$ cat config.mk
export PLATFORM = sky130hd
export DESIGN_NAME = core_issue_queue
export DESIGN_NICKNAME = d
export VERILOG_FILES = /design/src/rtl/cpu_queue_pkg.sv /design/src/rtl/dest_scoreboard.sv /design/src/rtl/core_issue_queue.sv
export SDC_FILE = /design/constraint.sdc
export NUM_CORES = 2
export LEC_CHECK = 0
export ABC_AREA = 0
export BUFFER_PORTS_ARGS = -buffer_cell sky130_fd_sc_hd__buf_2
export CAP_MARGIN = 15
export CORE_MARGIN = 5
export CORE_UTILIZATION = 54
export DETAILED_ROUTE_END_ITERATION = 7
export PLACE_DENSITY_LB_ADDON = 0.08
export SKIP_CTS_REPAIR_TIMING = 1
export SLEW_MARGIN = 20
export SYNTH_ARGS = -nofsm -noshare
export SYNTH_HDL_FRONTEND = slang
export SYNTH_SLANG_ARGS = --single-unit
$ cat constraint.sdc
create_clock -name clk -period 7.8 [get_ports clk]
set_input_delay 1.95 -clock clk [delete_from_list [all_inputs] [get_ports clk]]
set_output_delay 1.95 -clock clk [all_outputs]
set_load 0.02 [all_outputs]
$ cat src/rtl/cpu_queue_pkg.sv
// Shared definitions for the core issue queue: instruction field positions,
// scoreboard key width and the issue FSM state encoding.
package cpu_queue_pkg;

  localparam int INSTR_W       = 32;
  localparam int KEY_W         = 12;
  localparam int PIN_BIT       = 27;
  localparam int CORE_BIT      = 26;
  localparam int SRC_FLAG_BIT  = 23;
  localparam int DEST_FLAG_BIT = 22;
  localparam int DEST_MSB      = 21;
  localparam int DEST_LSB      = 11;
  localparam int SRC_MSB       = 10;
  localparam int SRC_LSB       = 0;

  typedef enum logic [1:0] {
    ST_EMPTY = 2'd0,
    ST_ISSUE = 2'd1,
    ST_STALL = 2'd2
  } iq_state_e;

endpackage

$ cat src/rtl/dest_scoreboard.sv
// Outstanding-destination scoreboard. Match and full outputs reflect the
// state after this cycle's allocate/clear so the next head sees fresh data.
module dest_scoreboard
  import cpu_queue_pkg::*;
#(
  parameter int OUT_MAX = 4
) (
  input  logic               clk,
  input  logic               reset,
  input  logic               alloc_en,
  input  logic [KEY_W-1:0]   alloc_key,
  input  logic               clr_en,
  input  logic [KEY_W-1:0]   clr_key,
  input  logic [KEY_W-1:0]   query_src,
  input  logic [KEY_W-1:0]   query_dest,
  output logic [OUT_MAX-1:0] match_vec,
  output logic               full
);

  logic [OUT_MAX-1:0] valid_q;
  logic [OUT_MAX-1:0] valid_d;
  logic [KEY_W-1:0]   key_q [OUT_MAX];
  logic [KEY_W-1:0]   key_d [OUT_MAX];
  logic               clr_done;
  logic               alloc_done;

  // Clear lowest matching valid entry, allocate lowest free entry (both on pre-update state).
  always_comb begin
    valid_d    = valid_q;
    key_d      = key_q;
    clr_done   = 1'b0;
    alloc_done = 1'b0;
    for (int i = 0; i < OUT_MAX; i++) begin
      if (clr_en && !clr_done && valid_q[i] && (key_q[i] == clr_key)) begin
        valid_d[i] = 1'b0;
        clr_done   = 1'b1;
      end else if (alloc_en && !alloc_done && !valid_q[i]) begin
        valid_d[i] = 1'b1;
        key_d[i]   = alloc_key;
        alloc_done = 1'b1;
      end else begin
        valid_d[i] = valid_d[i];
      end
    end
  end

  // Post-update hazard view for the query keys.
  always_comb begin
    for (int i = 0; i < OUT_MAX; i++) begin
      match_vec[i] = valid_d[i] && ((key_d[i] == query_src) || (key_d[i] == query_dest));
    end
    full = &valid_d;
  end

  // Scoreboard state register.
  always_ff @(posedge clk) begin
    if (reset) begin
      valid_q <= '0;
      key_q   <= '{default: '0};
    end else begin
      valid_q <= valid_d;
      key_q   <= key_d;
    end
  end

endmodule

$ cat src/rtl/core_issue_queue.sv
// In-order issue queue: FIFO of instructions whose head is offered to the
// core only when no outstanding destination conflicts with it.
module core_issue_queue
  import cpu_queue_pkg::*;
#(
  parameter int DEPTH   = 32,
  parameter int OUT_MAX = 4
) (
  input  logic                     clk,
  input  logic                     reset,
  input  logic                     push_valid,
  input  logic [INSTR_W-1:0]       push_instr,
  output logic                     push_ready,
  output logic                     issue_valid,
  output logic [INSTR_W-1:0]       issue_instr,
  input  logic                     issue_ready,
  input  logic                     wb_valid,
  input  logic [KEY_W-1:0]         wb_key,
  input  logic                     flush,
  output logic [$clog2(DEPTH):0]   count,
  output logic                     hazard_stall
);

  localparam int PW = $clog2(DEPTH);
  localparam int CW = PW + 1;
  localparam logic [CW-1:0] DEPTH_C = CW'(DEPTH);

  logic [INSTR_W-1:0] mem_q [DEPTH];
  logic [PW-1:0]      wr_ptr_q, wr_ptr_d;
  logic [PW-1:0]      rd_ptr_q, rd_ptr_d;
  logic [CW-1:0]      count_q, count_d;
  logic [INSTR_W-1:0] head_q, head_d;
  iq_state_e          state_q, state_d;
  logic               do_push;
  logic               do_pop;
  logic [OUT_MAX-1:0] match_vec;
  logic               sb_full;
  logic [KEY_W-1:0]   head_src_key;
  logic [KEY_W-1:0]   head_dest_key;
  logic [KEY_W-1:0]   issue_dest_key;

  assign push_ready   = !reset && (count_q < DEPTH_C);
  assign issue_valid  = (state_q == ST_ISSUE);
  assign hazard_stall = (state_q == ST_STALL);
  assign issue_instr  = head_q;
  assign count        = count_q;

  assign head_src_key   = {head_d[SRC_FLAG_BIT], head_d[SRC_MSB:SRC_LSB]};
  assign head_dest_key  = {head_d[DEST_FLAG_BIT], head_d[DEST_MSB:DEST_LSB]};
  assign issue_dest_key = {head_q[DEST_FLAG_BIT], head_q[DEST_MSB:DEST_LSB]};

  // Pointer/occupancy update, next head selection and FSM next state.
  always_comb begin
    do_push  = push_valid && push_ready && !flush;
    do_pop   = issue_valid && issue_ready && !flush;
    wr_ptr_d = wr_ptr_q;
    rd_ptr_d = rd_ptr_q;
    count_d  = count_q;
    head_d   = '0;
    state_d  = ST_EMPTY;

    if (flush) begin
      wr_ptr_d = '0;
      rd_ptr_d = '0;
      count_d  = '0;
    end else begin
      if (do_push) begin
        wr_ptr_d = wr_ptr_q + PW'(1);
      end else begin
        wr_ptr_d = wr_ptr_q;
      end
      if (do_pop) begin
        rd_ptr_d = rd_ptr_q + PW'(1);
      end else begin
        rd_ptr_d = rd_ptr_q;
      end
      case ({do_push, do_pop})
        2'b10:   count_d = count_q + CW'(1);
        2'b01:   count_d = count_q - CW'(1);
        default: count_d = count_q;
      endcase
    end

    // A push landing in the slot that becomes head must be forwarded into the head register.
    if (count_d == '0) begin
      head_d = '0;
    end else if (do_push && (wr_ptr_q == rd_ptr_d)) begin
      head_d = push_instr;
    end else begin
      head_d = mem_q[rd_ptr_d];
    end

    if (count_d == '0) begin
      state_d = ST_EMPTY;
    end else if ((|match_vec) || sb_full) begin
      state_d = ST_STALL;
    end else begin
      state_d = ST_ISSUE;
    end
  end

  // Instruction storage; contents are don't-care until pointed to.
  always_ff @(posedge clk) begin
    if (do_push) begin
      mem_q[wr_ptr_q] <= push_instr;
    end
  end

  // Control and head registers.
  always_ff @(posedge clk) begin
    if (reset) begin
      wr_ptr_q <= '0;
      rd_ptr_q <= '0;
      count_q  <= '0;
      head_q   <= '0;
      state_q  <= ST_EMPTY;
    end else begin
      wr_ptr_q <= wr_ptr_d;
      rd_ptr_q <= rd_ptr_d;
      count_q  <= count_d;
      head_q   <= head_d;
      state_q  <= state_d;
    end
  end

  dest_scoreboard #(
    .OUT_MAX (OUT_MAX)
  ) u_scoreboard (
    .clk        (clk),
    .reset      (reset),
    .alloc_en   (do_pop),
    .alloc_key  (issue_dest_key),
    .clr_en     (wb_valid),
    .clr_key    (wb_key),
    .query_src  (head_src_key),
    .query_dest (head_dest_key),
    .match_vec  (match_vec),
    .full       (sb_full)
  );

endmodule

==> results.json <==
{
  "report.final.slew_viol_count": 0,
  "grt_max_degree": 108,
  "grt_pass1_vias": 30500,
  "avgSynthCellArea_sq_um": 13.6,
  "layout.area.seq_sq_mm": 0.0328,
  "routed_wl_mm": 159,
  "synth_nets": 3534,
  "maxClockFrequency_mhz": 156,
  "holdCritPathClass": "register to register",
  "synthArstFlopShare_pct": 0,
  "synth_flop_cell": "edfxtp_1",
  "h-tree-depth": 3,
  "clock_latency_ns": 0.73,
  "synth_cell_types": 92,
  "yosysWarnings": 0,
  "drt-vias-per-instance": 6.54,
  "cp-start-kind": "input port",
  "cp_num_buf_inv": 3,
  "grt_pass1_wl_mm": 225,
  "dpl_cell_area_sq_mm": 0.0496,
  "num_io_pins": 91,
  "hold_viol_final": 0,
  "drc_errors": 0,
  "cp_cell_sequence": "buf_2, nand3b_4, nor2_1, ha_1, inv_1, fa_1, nor2b_1, o21ai_0, a2111oi_0, a311oi_1, a31oi_4, buf_4, nand3_1, xnor2_1, nand3_1, a2111oi_0, a32oi_1, o311ai_1, o21ba_1",
  "dp.cells": 4632,
  "setup_viol": 0,
  "fill_cells": 6672,
  "p_total_mw": 12.3,
  "drv_cap": 0,
  "gp_congestion": 0.942,
  "cp_slowest_cell": "a2111oi_0",
  "seq_area_frac_synth_pct": 69.4,
  "synth_edf_count": 1024,
  "dp_hpwl_mm": 96.0,
  "arrival_ns": 7.05,
  "cts_tree": "done",
  "first_pass_iters": 6,
  "clk_pin_slew_ns": 0.06,
  "ir_drop_mv": 0.252,
  "die_w_um": 306,
  "synthCells": 3473,
  "rsz0062_at_grt": "no",
  "yosysTopAreaCell": "edfxtp_1",
  "antenna_found_initial": 6,
  "worstPathRequired_ns": 8.42,
  "relSlewSlack_pct": 20.4,
  "multi_input_area_sq_mm": 0.0138,
  "synth_top_area_share_pct": 65.1,
  "syn_area_sq_mm": 0.0472,
  "cpPeakStageDelay_ns": 0.58,
  "fin_crit_sh_pct": 82.4,
  "grt_overflow": 0,
  "cts_buffers": 113,
  "path_class": "input port to register",
  "wl_per_cell_um": 32.8,
  "worstMarginPinSlew_ns": 1.19,
  "status": "complete, no violations",
  "fin_tns_setup_ns": 0,
  "critical_path.top_delay_family": "compound AO/OA/AOI/OAI gates",
  "area_growth_pct": 13.0,
  "ys_ff_latch": 1126,
  "cts_num_sinks": 1126,
  "ant_nets": 0,
  "whs_path_depth": 2,
  "cp-end-kind": "register",
  "drtIter0Drc": 4409,
  "final_cells": 4851,
  "root_buffer": "clkbuf_16",
  "leakagePower_nw": 17.6,
  "route.vias.total": 31700,
  "timing.hold.ws_ns": 0.526,
  "layout_commonest_cell": "edfxtp_1",
  "reg2reg_depth": 15,
  "cp.depth": 19,
  "start_util_pct": 54.4,
  "fin_nets": 3653,
  "grt_usage_pct": 33.3,
  "power.density_mw_per_mm2": 231,
  "mostFrequentLayoutCells": "edfxtp_1, nand2_1, mux2i_1",
  "rows": 108,
  "finalClockSkew_ns": 0.0490,
  "cts_buffer_depth": 3,
  "fp.coreArea_sq_mm": 0.0868,
  "die_area_sq_mm": 0.0935,
  "dieHeight_um": 306,
  "drive_above_1_share_pct": 13.2,
  "design_area_sq_mm": 0.0533,
  "min_period_ns": 6.43,
  "synthTopCellsByArea": "edfxtp_1, mux2i_1, nand2_1",
  "cp_max_fo": 23,
  "io_buffers": 90
}
[layer usage]
layer  wire length, um  vias to the layer above  track usage, %  part of all wire [%]
li1                  -                    13400               -                     -
met1             61200                    15900            46.7                    38
met2             73000                     2067            52.2                    46
met3             17100                      398            6.36                    11
met4              7850                        0            13.3                   4.9
met5                 0                        -               0                     0
[path summary, 6_finish.rpt]
kind,slack [ns],end,from
hold reg to reg,0.53,count[2],count[2]
setup / recovery,1.37,state_q[1],issue_ready
setup reg to reg,1.82,state_q[1],rd_ptr_q[0]
hold / removal,0.53,count[2],count[2]
[power by group]
group | internal (mW) | switching [mW]
Clock | 3.03 | 2.34
Combinational | 0.0879 | 0.255
Sequential | 6.58 | 0.00637
Total | 9.70 | 2.60
[worst reg2reg max path, stage by stage (launching register included)]
cell and delay, ns:
dfxtp_1 0.89, ha_1 0.44, nor2b_1 0.36, mux2_8 0.68
buf_4 0.61, mux2i_1 0.15, o32ai_1 0.28, a21oi_1 0.08
a31oi_1 0.58, nand2_1 0.22, mux2i_1 0.16, or4_1 0.43
a2111oi_0 0.61, a32oi_1 0.12, o311ai_1 0.15, o21ba_1 0.16
[layout make-up]
type,instances,share of cell area (%)
Multi-Input combinational cell,2113,25.8
Sequential cell,1126,61.5
Clock inverter,66,0.995
Tap cell,1155,2.71
Inverter,18,0.127
Clock buffer,148,5.93
Antenna cell,5,0.0235
Timing Repair Buffer,220,2.93
[cell usage after synthesis, types with 8 or more instances]
| cell type | number |
|---|---|
| nor3_1 | 72 |
| o2111ai_1 | 11 |
| and3_1 | 64 |
| xnor2_1 | 77 |
| nand3b_1 | 10 |
| nor2b_1 | 14 |
| nand4_1 | 21 |
| mux2_2 | 13 |
| a22oi_1 | 8 |
| buf_4 | 19 |
| o22ai_1 | 44 |
| a2111oi_0 | 12 |
| o22a_1 | 8 |
| o221ai_1 | 15 |
| a211oi_1 | 41 |
| a32oi_1 | 11 |
| nand2_1 | 578 |
| o21ai_0 | 50 |
| a31oi_1 | 71 |
| o211ai_1 | 14 |
| mux2i_1 | 319 |
| ha_1 | 10 |
| edfxtp_1 | 1024 |
| inv_1 | 18 |
| o32ai_1 | 35 |
| nand3_1 | 142 |
| a21oi_1 | 93 |
| clkbuf_1 | 113 |
| nor2_1 | 169 |
| a311oi_1 | 20 |
| a221oi_1 | 8 |
| buf_2 | 55 |
| buf_1 | 23 |
| dfxtp_1 | 102 |
| xor2_1 | 43 |
| nor4_1 | 19 |
[stage by stage]
step	worst slack, ns	utilization, %
6_report	1.37	61.5
5_1_grt	1.14	61.5
4_1_cts	1.45	61.5
3_5_place_dp	0.759	57.2
3_3_place_gp	0.852	57.1
2_1_floorplan	1.53	-
[cells by family (layout without fill, tap and decap cells)]
logic type	Yosys count	count (layout)	share of synthesized area, %
AO/OA/AOI/OAI	494	494	7.37
adder cells (fa/ha/maj)	11	11	0.307
XOR/XNOR	122	122	2.29
buffers and inverters	234	452	2.25
other	0	5	0
AND/OR/NAND/NOR	1145	1145	10.9
flip-flops	1126	1126	69.4
multiplexers	341	341	7.47
[state kept, by name, summed over array words and instances, names as in the netlist]
name / cells
issue_instr: 32
wr_ptr_q: 5
rd_ptr_q: 5
mem_q: 1024
count: 6
u_scoreboard.key_q: 48
u_scoreboard.valid_q: 4
state_q: 2
Note: power is estimated with default switching activity, not from simulation.
